### config.mk
export PLATFORM = sky130hd
export DESIGN_NAME = arbitro_memoria_dados
export DESIGN_NICKNAME = d
export VERILOG_FILES = /design/src/rtl/arbitro_memoria_dados.sv
export SDC_FILE = /design/constraint.sdc
export NUM_CORES = 1
export LEC_CHECK = 0
export ABC_AREA = 1
export CAP_MARGIN = 20
export CORE_AREA = 2 2 104 147
export DETAILED_ROUTE_END_ITERATION = 7
export DIE_AREA = 0 0 106 149
export GPL_ROUTABILITY_DRIVEN = 0
export PLACE_DENSITY = 0.81
export SYNTH_ARGS = -nofsm -noshare
export SYNTH_HDL_FRONTEND = slang
export SYNTH_SLANG_ARGS = --single-unit
export TNS_END_PERCENT = 100
### constraint.sdc
create_clock -name clock -period 1.69 [get_ports clock]
set_input_delay 0.169 -clock clock [delete_from_list [all_inputs] [get_ports clock]]
set_output_delay 0.169 -clock clock [all_outputs]
set_load 0.1 [all_outputs]
### src/rtl/arbitro_memoria_dados.sv
// Sequencer/arbiter for the shared data memory: port 0 = MEM stage, port 1 = loader/debug master.
// Build option: define ARB_FIXED_PRIORITY_EN to make port 0 win every tie (no round-robin pointer).
module arbitro_memoria_dados #(
  parameter int unsigned DATA_W  = 32,
  parameter int unsigned ADDR_W  = 32,
  parameter int unsigned LATENCY = 2
) (
  input  logic              clock,
  input  logic              reset_n,
  input  logic              req0,
  input  logic              we0,
  input  logic [ADDR_W-1:0] addr0,
  input  logic [DATA_W-1:0] wdata0,
  output logic              gnt0,
  output logic              done0,
  output logic [DATA_W-1:0] rdata0,
  input  logic              req1,
  input  logic              we1,
  input  logic [ADDR_W-1:0] addr1,
  input  logic [DATA_W-1:0] wdata1,
  output logic              gnt1,
  output logic              done1,
  output logic [DATA_W-1:0] rdata1,
  output logic              mem_read,
  output logic              mem_write,
  output logic [ADDR_W-1:0] mem_addr,
  output logic [DATA_W-1:0] mem_wdata,
  input  logic [DATA_W-1:0] mem_rdata,
  output logic              stall0
);

  localparam int unsigned LAT   = (LATENCY < 1) ? 1 : LATENCY;
  localparam int unsigned CNT_W = (LAT > 1) ? $clog2(LAT) : 1;
  localparam logic [CNT_W-1:0] CNT_LAST = CNT_W'(LAT - 1);

  typedef enum logic [1:0] {
    IDLE   = 2'd0,
    ACCESS = 2'd1,
    DONE   = 2'd2
  } state_t;

  state_t            state, state_nx;
  logic              owner, owner_nx;
  logic [CNT_W-1:0]  cnt, cnt_nx;
  logic              gnt0_nx, gnt1_nx, done0_nx, done1_nx;
  logic              mem_read_nx, mem_write_nx;
  logic [ADDR_W-1:0] mem_addr_nx;
  logic [DATA_W-1:0] mem_wdata_nx, rdata0_nx, rdata1_nx;
  logic              win_valid_c, win_c, sel_we_c;
`ifndef ARB_FIXED_PRIORITY_EN
  logic              prio1, prio1_nx;
`endif

  // Winner select: win_c = 1 means port 1
  always_comb begin
    win_valid_c = req0 | req1;
`ifdef ARB_FIXED_PRIORITY_EN
    win_c = ~req0;
`else
    win_c = (req0 & req1) ? prio1 : req1;
`endif
  end

  // Next-state and next-output logic
  always_comb begin
    state_nx     = state;
    owner_nx     = owner;
    cnt_nx       = cnt;
    gnt0_nx      = 1'b0;
    gnt1_nx      = 1'b0;
    done0_nx     = 1'b0;
    done1_nx     = 1'b0;
    mem_read_nx  = mem_read;
    mem_write_nx = mem_write;
    mem_addr_nx  = mem_addr;
    mem_wdata_nx = mem_wdata;
    rdata0_nx    = rdata0;
    rdata1_nx    = rdata1;
    sel_we_c     = 1'b0;
`ifndef ARB_FIXED_PRIORITY_EN
    prio1_nx     = prio1;
`endif
    case (state)
      IDLE, DONE: begin
        if (win_valid_c) begin
          sel_we_c     = win_c ? we1 : we0;
          gnt0_nx      = ~win_c;
          gnt1_nx      = win_c;
          owner_nx     = win_c;
          mem_addr_nx  = win_c ? addr1 : addr0;
          mem_wdata_nx = win_c ? wdata1 : wdata0;
          mem_read_nx  = ~sel_we_c;
          mem_write_nx = sel_we_c;
          cnt_nx       = '0;
          state_nx     = ACCESS;
`ifndef ARB_FIXED_PRIORITY_EN
          prio1_nx     = ~win_c;
`endif
        end else begin
          state_nx = IDLE;
        end
      end
      ACCESS: begin
        if (cnt == CNT_LAST) begin
          if (mem_read) begin
            if (owner) rdata1_nx = mem_rdata;
            else       rdata0_nx = mem_rdata;
          end
          mem_read_nx  = 1'b0;
          mem_write_nx = 1'b0;
          done0_nx     = ~owner;
          done1_nx     = owner;
          cnt_nx       = '0;
          state_nx     = DONE;
        end else begin
          cnt_nx = cnt + CNT_W'(1);
        end
      end
      default: state_nx = IDLE;
    endcase
  end

  // State and registered outputs; reset abandons any access in flight
  always_ff @(posedge clock or negedge reset_n) begin
    if (!reset_n) begin
      state     <= IDLE;
      owner     <= 1'b0;
      cnt       <= '0;
      gnt0      <= 1'b0;
      gnt1      <= 1'b0;
      done0     <= 1'b0;
      done1     <= 1'b0;
      mem_read  <= 1'b0;
      mem_write <= 1'b0;
      mem_addr  <= '0;
      mem_wdata <= '0;
      rdata0    <= '0;
      rdata1    <= '0;
`ifndef ARB_FIXED_PRIORITY_EN
      prio1     <= 1'b0;
`endif
    end else begin
      state     <= state_nx;
      owner     <= owner_nx;
      cnt       <= cnt_nx;
      gnt0      <= gnt0_nx;
      gnt1      <= gnt1_nx;
      done0     <= done0_nx;
      done1     <= done1_nx;
      mem_read  <= mem_read_nx;
      mem_write <= mem_write_nx;
      mem_addr  <= mem_addr_nx;
      mem_wdata <= mem_wdata_nx;
      rdata0    <= rdata0_nx;
      rdata1    <= rdata1_nx;
`ifndef ARB_FIXED_PRIORITY_EN
      prio1     <= prio1_nx;
`endif
    end
  end

  // Pipeline stall: waiting for a grant, or own access still in flight
  assign stall0 = reset_n & ((req0 & ~gnt0) | (~owner & (state == ACCESS)));

endmodule
==> flow_metrics.py, run 1 <==
metrics = {
    "outcome": {
        "status": "complete, no violations",
    },
    "synth": {
        "synth_nets": 974,
        "synth_compound_area_frac": 0.0570,
        "synth_xor_area_frac": 0,
        "ys_ff_latch": 139,
        "ys_top_cells_by_area": "dfrtp_1, nand2_1, nand3_1",
        "synthAdderAreaFrac": 0,
        "yosys_warnings": 0,
        "syn_area_per_cell_um2": 7.74,
        "muxShareOfSynthArea": 0,
        "synth_area_um2": 6260,
        "synth_top_family_by_area": "simple AND/OR/NAND/NOR gates",
        "ys_types": 20,
        "yosysSeqAreaShare": 0.556,
        "synth_top_area_frac": 0.556,
        "synth_top_cell_by_area": "dfrtp_1",
        "yosys.area_share.simple": 0.323,
        "syn_inst": 808,
    },
    "routing": {
        "drc": 0,
        "detail-route-antenna-nets": 0,
        "vias": 6328,
        "drt-total-wl_mm": 19.9,
        "drt_first_pass_iters": 8,
        "drtIter0Drc": 440,
        "viasPerCell": 4.84,
        "routedWlPerCell_um": 15.2,
    },
    "floorplanning": {
        "die_h_um": 149,
        "io_pins": 301,
        "die_area_um2": 15800,
        "start_util": 0.427,
        "die_width_um": 106,
        "row_count": 53,
        "core_um2": 14700,
    },
    "cts": {
        "clk_pin_slew_ns": 0.07,
        "root_buffer": "clkbuf_16",
        "cts_made_buffers": 17,
        "cts_tree": "yes",
        "h-tree-depth": 4,
        "clkLatencyLatePin_ns": 0.41,
        "cts.sinks": 139,
        "cts_buffer_depth": 2,
    },
    "timing": {
        "finalCritPeriodShare": 0.967,
        "relSlewSlack": 0.640,
        "hold_viol": 0,
        "setup_viol": 0,
        "fmax_mhz": 612,
        "tightest_slew_ns": 0.540,
        "rsz0062_at_grt": "true",
        "fin_crit_ns": 1.63,
        "drv_slew": 0,
        "fin_ws_ns": 0.0565,
        "clock_skew_ns": 0.0121,
    },
    "final_layout": {
        "fillCellCount": 1214,
        "diodes": 0,
        "final_common_cell": "nand2_1",
        "drive_above_1_share": 0.186,
        "finish.utilization": 0.678,
        "syn_to_final_growth_pct": 58.9,
        "layout_common_cells": "nand2_1, clkdlybuf4s50_1, buf_4",
        "nNetsFinal": 1269,
        "multiInputGateArea_um2": 2400,
        "seq_area_um2": 3480,
        "fin_cells": 1307,
    },
    "worst_setup_path": {
        "worst_setup_path_start_kind": "flip-flop",
        "end_kind": "output pin",
        "r2r_slack_ns": 0.36,
        "critPathKind": "reg2out",
        "cp_max_fo": 4,
        "cp_data_required_time_ns": 1.52,
        "arrival_ns": 1.46,
    },
    "global_route": {
        "overflow": 0,
        "antenna_found_initial": 0,
        "grtUsageTotal": 0.249,
        "grt_max_degree": 85,
        "grt_pass1_vias": 6163,
        "grt_pass1_wl_mm": 31.2,
    },
    "placed_design": {
        "dp_slack_ns": 0.0712,
        "dp_hpwl_mm": 14.3,
        "portBuffers": 300,
        "dp_cells": 1271,
    },
    "flow_run": {
        "max_cap_violations": 0,
    },
    "worst_hold_path": {
        "hp-class": "in2async",
    },
}
==> metrics by stage <==
stage	hold WS [ns]	area, um2	TNS, ns
final	0.141	9940	0
after floorplan	-0.127	6260	0
after CTS	0.137	9910	0
after detailed placement	0.00195	9320	0
after global routing	0.141	9940	-0.0575
after global placement	0.00170	9320	0
==> timing repair <==
item                                   CTS  global route
hold buffers                             1             0
setup endpoints to repair                1             1
buffers inserted                         1             3
pin swaps                                0             2
endpoints found under the hold margin  139             0
gates cloned                             0             0
resized for setup                        1             3
==> synthesized netlist by cell type, drive strengths merged <==
library cell / number
dfrtp: 139
buf: 31
inv: 40
clkbuf: 20
o21ai: 67
nor2: 13
nand3: 68
nand2: 426
o21a: 1
nor3: 1
a21oi: 2
==> path summary, 6_finish.rpt <==
path                         startpoint            end  cells after the start
hold reg to reg            mem_addr[16]   mem_addr[16]                      2
setup / recovery               state[0]         stall0                      6
setup reg to reg                  owner     rdata1[28]                      4
min in group clock                 req1       state[0]                      3
hold / removal                  reset_n  mem_wdata[25]                      2
max in group asynchronous       reset_n     rdata1[21]                      3
==> cell families (layout without fill, tap and decap cells) <==
group	count (synthesis)	after routing
flip-flops	139	139
AO/OA/AOI/OAI	70	70
buffers and inverters	91	398
AND/OR/NAND/NOR	508	508
==> critical path, cell delays in order (launching register included) <==
cell and delay [ns]:
dfrtp_1 0.36, inv_2 0.06, nor2_4 0.17, inv_4 0.06, nor2_4 0.08, o21a_2 0.16, buf_12 0.17
==> metal layers <==
layer	up-vias	track usage	wire length, um
li1	3094	-	-
met1	2956	0.286	7600
met2	242	0.441	10300
met3	36	0.0725	1460
met4	0	0.0888	544
met5	-	0	0
==> sequential cells by signal, summed over array words and instances, names as in the netlist, 2 cells and up <==
| name | flops |
|---|---|
| mem_wdata | 32 |
| rdata1 | 32 |
| rdata0 | 32 |
| mem_addr | 32 |
| state | 2 |
==> cell type report <==
class,count,area share
tap,192,0.0242
clock buffer,18,0.0432
clock inverter,13,0.0145
inverter,40,0.0154
sequential,139,0.350
timing repair buffer,327,0.311
multi-input combinational,578,0.242
Power of run 1 is not shown: default switching activity piles up to over one toggle a cycle in this logic, so the estimate is an artifact.
==> run 2: changes to the inputs <==
--- a/config.mk
+++ b/config.mk
@@ -6,12 +6,13 @@
 export NUM_CORES = 1
 export LEC_CHECK = 0
 export ABC_AREA = 1
+export ABC_CLOCK_PERIOD_IN_PS = 1690
 export CAP_MARGIN = 20
-export CORE_AREA = 2 2 104 147
+export CORE_AREA = 2 2 172 90
 export DETAILED_ROUTE_END_ITERATION = 7
-export DIE_AREA = 0 0 106 149
+export DIE_AREA = 0 0 174 92
 export GPL_ROUTABILITY_DRIVEN = 0
-export PLACE_DENSITY = 0.81
+export PLACE_DENSITY = 0.82
 export SYNTH_ARGS = -nofsm -noshare
 export SYNTH_HDL_FRONTEND = slang
 export SYNTH_SLANG_ARGS = --single-unit
==> run 2 against run 1 <==
Compared with the run above:
- final area up 1.3%
- core utilization up 0.53 points
- sequential share of layout area down 0.44 points
- clock-buffer cell count unchanged
- wire length up 1.2%
- global-route usage up 0.70 points
==> flow_metrics.py, run 2 (synthesis results as in run 1) <==
metrics = {
    "outcome": {
        "status": "complete, no violations",
    },
    "timing": {
        "fin_crit_ns": 1.61,
        "rsz0062_at_grt": "false",
        "drv_slew": 0,
        "tns_ns": 0,
        "finalCritPeriodShare": 0.951,
        "fmax_mhz": 622,
        "setup_viol": 0,
        "tightest_slew_ns": 0.571,
        "clock_skew_ns": 0.0135,
        "hold_viol": 0,
        "relSlewSlack": 0.620,
    },
    "global_route": {
        "use_met3": 0.105,
        "use_met1": 0.321,
        "grt_pass1_wl_mm": 32.6,
        "grt_pass1_vias": 6307,
        "gr-usage-met2": 0.413,
        "overflow": 0,
        "grt_max_degree": 94,
        "busiest_layer": "met2",
        "grtUsageTotal": 0.256,
        "antenna_found_initial": 0,
    },
    "worst_setup_path": {
        "r2r-end": "rdata1[8]",
        "cp_cell_sequence": "inv_4 > nor2_4 > inv_2 > nor2_1 > o21a_2 > buf_12",
        "end_kind": "output pin",
        "crit_slowest_cell": "dfrtp_2",
        "crit_buf_inv": 3,
        "critPathKind": "reg2out",
        "r2r_slack_ns": 0.34,
        "cpPeakStageDelay_ns": 0.39,
        "cp_data_required_time_ns": 1.52,
        "worst_setup_path_start_kind": "flip-flop",
        "arrival_ns": 1.44,
        "critPathTopFamily": "flip-flops",
        "r2r-start": "state[0]",
        "r2r_cells": 6,
        "cp_max_fo": 4,
    },
    "cts": {
        "cts.sinks": 139,
        "root_buffer": "clkbuf_16",
        "clkLatencyLatePin_ns": 0.40,
        "h-tree-depth": 4,
        "cts_buffer_depth": 2,
        "cts_tree": "yes",
        "cts_made_buffers": 17,
        "clk_pin_slew_ns": 0.06,
    },
    "final_layout": {
        "seq_area_um2": 3480,
        "drive_above_1_share": 0.181,
        "nNetsFinal": 1261,
        "syn_to_final_growth_pct": 61.0,
        "final_area_um2": 10100,
        "final_common_cell": "nand2_1",
        "diodes": 0,
        "multiInputGateArea_um2": 2390,
        "fillCellCount": 1242,
        "layout_common_cells": "nand2_1, clkdlybuf4s50_1, dfrtp_1",
    },
    "routing": {
        "drt-total-wl_mm": 20.1,
        "routedWlPerCell_um": 15.4,
        "drt_first_pass_iters": 5,
        "viasPerCell": 4.82,
        "drc": 0,
        "vias": 6320,
        "detail-route-antenna-nets": 0,
        "drtIter0Drc": 381,
    },
    "worst_hold_path": {
        "hp-class": "in2async",
    },
    "placed_design": {
        "dp_hpwl_mm": 14.3,
        "dpl_cell_area_um2": 9470,
        "portBuffers": 300,
    },
    "floorplanning": {
        "die_width_um": 174,
        "start_util": 0.425,
        "io_pins": 301,
        "core_um2": 14700,
        "die_area_um2": 16000,
        "die_h_um": 92,
        "row_count": 32,
    },
    "flow_run": {
        "max_cap_violations": 0,
    },
}
==> run 2: changes by cell type in the layout (fill, tap and decap cells not counted), sizes merged <==
cell      previous run  this run
clkinvlp             4         3
buf                163       155
inv                 43        44
==> run 2: worst max path at each step <==
stage               cells past startpoint      from            to
floorplan                               2      gnt0        stall0
global placement                        8      req0  mem_addr[10]
detailed placement                      8      req0  mem_wdata[3]
CTS                                     6  state[0]        stall0
global route                            6  state[0]        stall0
finish                                  6  state[0]        stall0
==> run 2: worst register-to-register path, cell delays in order, from the launching register on <==
cell and delay (ns):
dfrtp_2 0.39, inv_4 0.05, nor2_4 0.13, nand2_2 0.10, buf_4 0.27, o21ai_0 0.22, nand2_1 0.09
==> run 2: per-stage QoR <==
step                      hold slack (ns)  std cells  setup slack [ns]  utilization
after floorplan                    -0.127        808            0.0885            -
after global placement            -0.0418       1278             0.172        0.643
after detailed placement          -0.0398       1278             0.143        0.643
after CTS                           0.138       1311            0.0238        0.683
after global routing                0.145       1311            0.0101        0.683
final                               0.157       1311            0.0825        0.683
==> run 2: layout make-up <==
| cell class | count | area share |
|---|---|---|
| clock buffer | 18 | 0.0436 |
| timing repair buffer | 319 | 0.318 |
| multi-input combinational | 578 | 0.238 |
| tap | 204 | 0.0253 |
| inverter | 40 | 0.0152 |
| clock inverter | 13 | 0.0140 |
| sequential | 139 | 0.346 |
==> run 2: per-layer routing <==
layer,up-vias,wire (um)
met4,0,308
met2,238,9070
met1,2974,8610
li1,3082,-
met5,-,0
met3,26,2130
==> run 2: what timing repair did <==
action,4_1_cts,5_1_grt
hold buffers,1,0
gates resized for setup,2,1
endpoints found under the setup margin,1,1
setup buffers,1,0
hold endpoints to repair,139,0
gates cloned,0,0
Power of run 2 is left out for the same reason.
==> run 3: changes to the inputs <==
--- a/config.mk
+++ b/config.mk
@@ -6,7 +6,6 @@
 export NUM_CORES = 1
 export LEC_CHECK = 0
 export ABC_AREA = 1
-export ABC_CLOCK_PERIOD_IN_PS = 1690
 export CAP_MARGIN = 20
 export CORE_AREA = 2 2 172 90
 export DETAILED_ROUTE_END_ITERATION = 7
==> results of run 3 <==
The final DEF is identical to that of run 2; final timing and power are the same.
Power of run 3 is left out for the same reason.
